`src/rtl/riscv_pkg.sv`:
```
// Shared RISC-V pipeline types: opcodes, forwarding selects, EX controller
// state and the per-stage destination tag used for hazard tracking.
package riscv_pkg;

    localparam logic [6:0] OPCODE_LOAD   = 7'b0000011;
    localparam logic [6:0] OPCODE_OP_IMM = 7'b0010011;
    localparam logic [6:0] OPCODE_AUIPC  = 7'b0010111;
    localparam logic [6:0] OPCODE_STORE  = 7'b0100011;
    localparam logic [6:0] OPCODE_OP     = 7'b0110011;
    localparam logic [6:0] OPCODE_LUI    = 7'b0110111;
    localparam logic [6:0] OPCODE_BRANCH = 7'b1100011;
    localparam logic [6:0] OPCODE_JALR   = 7'b1100111;
    localparam logic [6:0] OPCODE_JAL    = 7'b1101111;

    // Tags carry rd zero-extended to a fixed width so the struct is
    // independent of the REG_AW chosen by each instance.
    localparam int TAG_AW = 8;

    typedef enum logic [1:0] {
        FWD_RF    = 2'b00,
        FWD_EXMEM = 2'b01,
        FWD_MEMWB = 2'b10
    } fwd_sel_e;

    typedef enum logic {
        RUN   = 1'b0,
        FLUSH = 1'b1
    } ex_ctrl_state_e;

    typedef struct packed {
        logic              valid;
        logic [TAG_AW-1:0] rd;
        logic              is_load;
    } stage_tag_t;

    // x0 is hardwired, so a tag writing it never produces a hazard.
    function automatic logic tag_hit(input stage_tag_t t, input logic [TAG_AW-1:0] rs);
        return t.valid && (t.rd != '0) && (t.rd == rs);
    endfunction

endpackage

```
`src/rtl/hazard_fwd_unit.sv`:
```
// Combinational load-use detection and per-operand forwarding selection for
// the instruction currently offered by decode.
module hazard_fwd_unit
    import riscv_pkg::*;
#(
    parameter int REG_AW = 5
) (
    input  logic              id_valid,
    input  logic [REG_AW-1:0] id_rs1,
    input  logic [REG_AW-1:0] id_rs2,
    input  logic              id_uses_rs1,
    input  logic              id_uses_rs2,
    input  stage_tag_t        ex_tag,
    input  stage_tag_t        mem_tag,
    output logic              load_use,
    output fwd_sel_e          fwd_a,
    output fwd_sel_e          fwd_b
);

    logic [TAG_AW-1:0] rs1;
    logic [TAG_AW-1:0] rs2;

    assign rs1 = TAG_AW'(id_rs1);
    assign rs2 = TAG_AW'(id_rs2);

    // EX is checked first so the youngest producer wins; a load in EX has no
    // result yet and is handled by the load-use bubble instead.
    function automatic fwd_sel_e pick(input logic used, input logic [TAG_AW-1:0] rs,
                                      input stage_tag_t ex, input stage_tag_t mem);
        if (!used)
            return FWD_RF;
        else if (tag_hit(ex, rs) && !ex.is_load)
            return FWD_EXMEM;
        else if (tag_hit(mem, rs))
            return FWD_MEMWB;
        else
            return FWD_RF;
    endfunction

    assign load_use = id_valid && ex_tag.valid && ex_tag.is_load &&
                      ((id_uses_rs1 && tag_hit(ex_tag, rs1)) ||
                       (id_uses_rs2 && tag_hit(ex_tag, rs2)));

    assign fwd_a = pick(id_uses_rs1, rs1, ex_tag, mem_tag);
    assign fwd_b = pick(id_uses_rs2, rs2, ex_tag, mem_tag);

endmodule

```
`src/rtl/ex_hazard_ctrl.sv`:
```
// Execute-stage issue controller: accepts decoded instructions, tracks
// in-flight destinations, inserts load-use bubbles and drains after redirects.
module ex_hazard_ctrl
    import riscv_pkg::*;
#(
    parameter int REG_AW       = 5,
    parameter int FLUSH_CYCLES = 1,
    parameter int CNT_W        = 16
) (
    input  logic              clk,
    input  logic              rst,
    input  logic              id_valid,
    output logic              id_ready,
    input  logic [6:0]        id_opcode,
    input  logic [REG_AW-1:0] id_rs1,
    input  logic [REG_AW-1:0] id_rs2,
    input  logic [REG_AW-1:0] id_rd,
    input  logic              id_uses_rs1,
    input  logic              id_uses_rs2,
    input  logic              ex_ready,
    input  logic              ex_redirect,
    output logic              ex_valid,
    output logic [REG_AW-1:0] ex_rd,
    output logic [1:0]        ex_fwd_a_sel,
    output logic [1:0]        ex_fwd_b_sel,
    output logic              flush_id,
    output logic [CNT_W-1:0]  stall_cnt,
    output logic [CNT_W-1:0]  flush_cnt
);

    localparam logic [3:0] FLUSH_INIT = 4'(FLUSH_CYCLES);

    ex_ctrl_state_e state, state_nxt;
    logic [3:0]     flush_left, flush_left_nxt;
    stage_tag_t     ex_tag, mem_tag, wb_tag;
    stage_tag_t     id_tag;
    fwd_sel_e       fwd_a, fwd_b, fwd_a_q, fwd_b_q;
    logic           load_use;
    logic           issue, discard, stall;

    hazard_fwd_unit #(
        .REG_AW(REG_AW)
    ) u_hfu (
        .id_valid   (id_valid),
        .id_rs1     (id_rs1),
        .id_rs2     (id_rs2),
        .id_uses_rs1(id_uses_rs1),
        .id_uses_rs2(id_uses_rs2),
        .ex_tag     (ex_tag),
        .mem_tag    (mem_tag),
        .load_use   (load_use),
        .fwd_a      (fwd_a),
        .fwd_b      (fwd_b)
    );

    assign id_tag = '{valid: 1'b1, rd: TAG_AW'(id_rd), is_load: (id_opcode == OPCODE_LOAD)};

    always_comb begin
        state_nxt      = state;
        flush_left_nxt = flush_left;
        id_ready       = 1'b0;
        flush_id       = 1'b0;
        issue          = 1'b0;
        discard        = 1'b0;
        stall          = 1'b0;
        case (state)
            RUN: begin
                // A taken redirect overrides any load-use on the wrong-path instruction.
                if (ex_redirect && ex_tag.valid && ex_ready) begin
                    id_ready       = 1'b1;
                    flush_id       = id_valid;
                    discard        = id_valid;
                    state_nxt      = FLUSH;
                    flush_left_nxt = FLUSH_INIT;
                end else begin
                    id_ready = ex_ready && !load_use;
                    issue    = id_valid && id_ready;
                    stall    = ex_ready && load_use;
                end
            end
            FLUSH: begin
                id_ready = ex_ready;
                flush_id = id_valid;
                discard  = id_valid && ex_ready;
                if (ex_ready) begin
                    flush_left_nxt = flush_left - 4'd1;
                    if (flush_left <= 4'd1)
                        state_nxt = RUN;
                end
            end
            default: state_nxt = RUN;
        endcase
    end

    always_ff @(posedge clk) begin
        if (rst) begin
            state      <= RUN;
            flush_left <= '0;
            ex_tag     <= '0;
            mem_tag    <= '0;
            wb_tag     <= '0;
            fwd_a_q    <= FWD_RF;
            fwd_b_q    <= FWD_RF;
            stall_cnt  <= '0;
            flush_cnt  <= '0;
        end else begin
            state      <= state_nxt;
            flush_left <= flush_left_nxt;
            if (ex_ready) begin
                ex_tag  <= issue ? id_tag : '0;
                fwd_a_q <= issue ? fwd_a : FWD_RF;
                fwd_b_q <= issue ? fwd_b : FWD_RF;
                mem_tag <= ex_tag;
                wb_tag  <= mem_tag;
            end
            if (stall && (stall_cnt != {CNT_W{1'b1}}))
                stall_cnt <= stall_cnt + CNT_W'(1);
            if (discard && (flush_cnt != {CNT_W{1'b1}}))
                flush_cnt <= flush_cnt + CNT_W'(1);
        end
    end

    assign ex_valid     = ex_tag.valid;
    assign ex_rd        = ex_tag.rd[REG_AW-1:0];
    assign ex_fwd_a_sel = fwd_a_q;
    assign ex_fwd_b_sel = fwd_b_q;

endmodule

```
`config.mk`:
```
export PLATFORM = sky130hd
export DESIGN_NAME = ex_hazard_ctrl
export DESIGN_NICKNAME = d
export VERILOG_FILES = /design/src/rtl/riscv_pkg.sv /design/src/rtl/hazard_fwd_unit.sv /design/src/rtl/ex_hazard_ctrl.sv
export SDC_FILE = /design/constraint.sdc
export NUM_CORES = 1
export LEC_CHECK = 0
export ABC_AREA = 1
export BUFFER_PORTS_ARGS = -buffer_cell sky130_fd_sc_hd__buf_4
export CAP_MARGIN = 20
export CORE_UTILIZATION = 58
export CTS_CLUSTER_SIZE = 28
export DETAILED_ROUTE_END_ITERATION = 12
export MAX_ROUTING_LAYER = met4
export PLACE_DENSITY_LB_ADDON = 0.08
export SYNTH_ARGS = -nofsm -noshare
export SYNTH_HDL_FRONTEND = slang
export SYNTH_SLANG_ARGS = --single-unit
```
`constraint.sdc`:
```
create_clock -name clk -period 2.4 [get_ports clk]
set_input_delay 0.48 -clock clk [delete_from_list [all_inputs] [get_ports clk]]
set_output_delay 0.48 -clock clk [all_outputs]
set_load 0.05 [all_outputs]
```
# Yosys cells after proc, flatten, opt, wreduce, memory -nomap -nowiden
# Cells that the tools add are included.
# word_totals
ff_bits	60
inputBits	29
output_inout_bits	44
word_cells	77
# op_classes
add_sub_neg	3
n_lt_le_gt_ge	1
eq_ne	9
muxes	25
n_bitwise	1
reduce_logical	27
# op_table
operator	count
16-bit by 1-bit adder with 16-bit output (second input constant)	2
8-bit by 5-bit equality test with 1-bit output	4
16-bit inequality test (second input constant)	2
1-bit logical AND	21
2-bit two-way mux	8
8-bit nonzero test	2
10-bit two-way mux	1
1-bit two-way mux	9
4-bit two-way mux	2
1-bit case mux with 2 select lines	4
4-bit case mux with 2 select lines	1
7-bit by 2-bit equality test with 1-bit output (second input constant)	1
4-bit by 1-bit <= comparator with 1-bit output (second input constant)	1
2-bit inequality test (second input constant)	2
4-bit by 1-bit subtractor with 4-bit output (second input constant)	1
1-bit zero test	2
2-bit AND reduction	1
1-bit logical OR	1
1-bit NOT	1

# Longest topological paths before layout
# depth
word_depth	12
mapped_depth	11
mapped_depth_nobuf	11

# Cells and area by module
# Synthesis repeated with hierarchy kept, for this count alone.
# unflattened
cells_unflattened	540
area_unflattened_um2	3417.0
# by_module_without_submodules
mod	instances	cells_each	area_each_um2	seq_area_each_um2
ex_hazard_ctrl	1	438	2950.3	1101.1
hazard_fwd_unit	1	102	466.7	0.0

# Least setup slack after synthesis
# OpenSTA, ideal clock, no wires.
# synth_timing
path_type	register to output
from	reg ex_valid (netlist name)
to	out id_ready
arrival_ns	1.793
required_time_ns	1.920
slack_ns	0.127
path_stages_with_launch	9
n_path_buf	1
path_cell_list	dfxtp_1 nand2_1 nor2_1 nand3_1 nand2_4 nand2_1 buf_4 nand2_1 nand2_1
# synth_via
elab_chain_len	9
word_cells_on_any_way	15
# synth_rtl
element	line_no	text
1-bit logical AND (2 in series)	riscv_pkg.sv:38	return t.valid && (t.rd != '0) && (t.rd == rs);
1-bit logical AND, on equally long branches	hazard_fwd_unit.sv:41, hazard_fwd_unit.sv:42	
1-bit logical OR	hazard_fwd_unit.sv:41	((id_uses_rs1 && tag_hit(ex_tag, rs1)) ||
1-bit logical AND	hazard_fwd_unit.sv:40	assign load_use = id_valid && ex_tag.valid && ex_tag.is_load &&
1-bit zero test	ex_hazard_ctrl.sv:76	id_ready = ex_ready && !load_use;
1-bit logical AND	ex_hazard_ctrl.sv:76	
1-bit two-way mux *	ex_hazard_ctrl.sv:69	if (ex_redirect && ex_tag.valid && ex_ready) begin
1-bit case mux with 2 select lines *	ex_hazard_ctrl.sv:66	case (state)
end: declaration	ex_hazard_ctrl.sv:13	output logic id_ready,
# Every way passes the cells marked *; elsewhere a longest branch is shown, timed or not.

# Final worst setup path
# layout_timing
from	reg ex_rd[4] (netlist name)
to	out id_ready
# layout_via
elab_chain_len	10
word_cells_on_any_way	14
# layout_rtl
element	line_no
8-bit nonzero test	riscv_pkg.sv:38
1-bit logical AND (2 in series)	riscv_pkg.sv:38
1-bit logical AND, on equally long branches	hazard_fwd_unit.sv:41, hazard_fwd_unit.sv:42
1-bit logical OR *	hazard_fwd_unit.sv:41
1-bit logical AND *	hazard_fwd_unit.sv:40
1-bit zero test *	ex_hazard_ctrl.sv:76
1-bit logical AND *	ex_hazard_ctrl.sv:76
1-bit two-way mux *	ex_hazard_ctrl.sv:69
1-bit case mux with 2 select lines *	ex_hazard_ctrl.sv:66
# Marks and branches as above.

==> impl_metrics.csv <==
group,metric,value,unit
logic_synthesis,synthArstFlopShare,0,%
logic_synthesis,synth.distinct_cells,28,
hold_path,hold_class,"in2reg",
clock_network,clock_path_buffers,2,
logic_synthesis,syn_area,3090,µm²
final_layout,antenna_cells,0,
setup_path,worst_ep_required_time,1.92,ns
power_and_ir_drop,powerDensity,461,nW/µm²
place,placed_cells,586,
timing,rsz0062_at_grt,"no",
timing,finalSetupViolCount,0,
floorplan,die_h,75.0,µm
floorplan,core.rowCount,26,
route,drt_wl_total,7600,µm
logic_synthesis,ys_ff_latch,54,
timing,fin_crit_sh,95.2,%
clock_network,htreeDepth,2,
timing,tightest_slew,0.721,ns
place,io_buffers,72,
clock_network,hold_buffers,0,
setup_path,startpoint_type,"register",
final_layout,area_growth,21.2,%
route,vias,3194,
final_layout,drive_gt1_share,18.1,%
power_and_ir_drop,ir_worst_vdd,0.346,mV
logic_synthesis,ys_top_cells_by_count,"nand2_1 (103), nor2_1 (59), dfxtp_1 (54)",
floorplan,die_x,75.0,µm
grt,grt_pass1_vias,2737,
setup_path,slowest_stage,"dfxtp_2",
logic_synthesis,yosysWarningCount,0,
place,hpwl,5530,µm
logic_synthesis,synth_seq_area_share,35.0,%
job,cap_violations,0,
grt,grt_max_degree,39,
logic_synthesis,syn_nets,493,
route,wl_per_cell,12.8,µm
setup_path,critPathKind,"reg2out",
logic_synthesis,synth_largest_area_cell,"dfxtp_1",
timing,slew-limit-headroom,51.9,%
floorplan,start_util,60.6,%
final_layout,finalNonFillerCells,594,
route,drtIter0Drc,178,
power_and_ir_drop,leakagePower,1.54,nW
timing,tns,0,ns
final_layout,final_nets,556,
clock_network,cts.sink_count,54,
route,drc,0,
route,ant_nets,0,
logic_synthesis,post-synth-top-count-cell,"nand2_1",
place,gp_congestion,0.917,
grt,overflow,0,
timing,whs,0.430,ns
timing,final_max_slew_viol_count,0,
logic_synthesis,synth_ff_type,"dfxtp_1",
floorplan,coreArea,5110,µm²
status,status,"completed",
final_layout,multi_input_area,1720,µm²
power_and_ir_drop,power,1.73,mW
setup_path,crit_path_frequent_cell,"nand2_1",
logic_synthesis,yosys.area.top_type_share,35.0,%
timing,max_freq,0.438,GHz
clock_network,ctsRootBufferMaster,"clkbuf_8",
floorplan,design.die.area,5630,µm²
logic_synthesis,synthCells,460,
timing,finalCriticalPeriod,2.28,ns
timing,finalClockSkew,0.00870,ns
setup_path,arrival,1.80,ns
grt,grt_usage,28.6,%
final_layout,ff_latch_area,1090,µm²
grt,grt_pass1_wl,12200,µm
clock_network,cts_tree,"yes",
logic_synthesis,ys_top_cells_by_area,"dfxtp_1 (35%), nand2_1 (13%), a21oi_1 (7.3%)",
final_layout,fin_util,73.4,%
clock_network,cts_buffers,5,
logic_synthesis,syn-mean-instance-area,6.72,µm²
final_layout,fillers,439,
route,firstDrtPassIters,5,
setup_path,crit_chain,"xor2_1 > nor3_1 > nand3_1 > nand2_4 > nand2_1 > nand2_1 > nand2_1 > buf_4",
clock_network,clk_latency,0.31,ns
logic_synthesis,synth_edf_count,0,
setup_path,slowest_delay,0.38,ns
grt,antenna_found_initial,0,
route,routed_via_density,5.38,
timing,report.final.hold_viol_count,0,
setup_path,cp_max_fo,6,
setup_path,endpoint_kind,"output pin",
floorplan,pin_count,73,
clock_network,cts.clk_slew.worst_paths,0.10,ns
-- kinds of logic after synthesis --
kind of cell	after synthesis	synth area share (%)
AND/OR/NAND/NOR	239	34.0
buffers and inverters	66	9.55
flip-flops	54	35.0
XOR/XNOR	32	9.06
adder cells (fa/ha/maj)	4	1.62
AO/OA/AOI/OAI	65	10.8
-- power by group --
part / leakage (nW) / internal [mW] / switching, mW
Clock: 0.0504 / 0.311 / 0.304
Combinational: 1.05 / 0.0727 / 0.113
Sequential: 0.439 / 0.909 / 0.0187
-- layout by cell type (no fill, tap or decap), types with 16 or more instances in the layout --
| master | netlist | layout |
|---|---|---|
| buf_4 | 8 | 76 |
| a21oi_1 | 45 | 45 |
| o21ai_0 | 16 | 16 |
| nand3_1 | 35 | 35 |
| nand2_1 | 103 | 103 |
| nor2_1 | 59 | 59 |
| nand4_1 | 22 | 22 |
| inv_1 | 44 | 44 |
| xor2_1 | 21 | 21 |
| dfxtp_1 | 54 | 49 |
-- sequential cells by signal (all words and copies together), names as in the netlist --
register and flops:
ex_fwd_a_sel 2, ex_fwd_b_sel 2, ex_rd 5, ex_tag 1, ex_valid 1, flush_cnt 16, flush_left 4, mem_tag 6
stall_cnt 16, state 1
-- metal layers --
metal / global-route usage, % / wire length [µm] / vias to the layer above
li1: - / - / 1624
met1: 38.0 / 3490 / 1457
met4: 8.18 / 89 / 0
met5: - / 0 / -
met3: 5.09 / 440 / 7
met2: 44.5 / 3580 / 106
-- layout make-up --
| cell class | instances | area share (%) |
|---|---|---|
| Clock buffer | 5 | 1.84 |
| Clock inverter | 3 | 1.20 |
| Inverter | 46 | 4.61 |
| Multi-Input combinational cell | 340 | 45.8 |
| Sequential cell | 54 | 29.0 |
| Tap cell | 70 | 2.34 |
| Timing Repair Buffer | 76 | 15.2 |
-- through the flow --
step                      instance area [µm²]  worst slack, ns
after floorplan                          3090            0.127
after global placement                   3630            0.263
after detailed placement                 3630            0.231
after CTS                                3740           0.0476
after global routing                     3750           0.0163
final                                    3750            0.115
-- critical path: cells and delay by family, from the launching register on --
kind | cells | cell delay [ns]
xor gates and xnor gates | 1 | 0.17
DFF | 1 | 0.38
buffers and inverters | 1 | 0.19
and+or+nand+nor | 6 | 0.76
-- what timing repair did --
| action | CTS | global route |
|---|---|---|
| endpoints found under the setup margin | 0 | 1 |
| buffers inserted | 0 | 0 |
| resized for setup | 0 | 5 |
-- path summary, 6_finish.rpt --
check        cells after the start         endpoint  slack (ns)            start
max reg2reg                      9     stall_cnt[6]        0.29     stall_cnt[0]
min                              3         ex_rd[3]        0.43         id_rd[3]
max                              8         id_ready        0.12         ex_rd[4]
min reg2reg                      2  ex_fwd_a_sel[1]        0.47  ex_fwd_a_sel[1]
No activity file was read; power rests on OpenSTA's default activity.
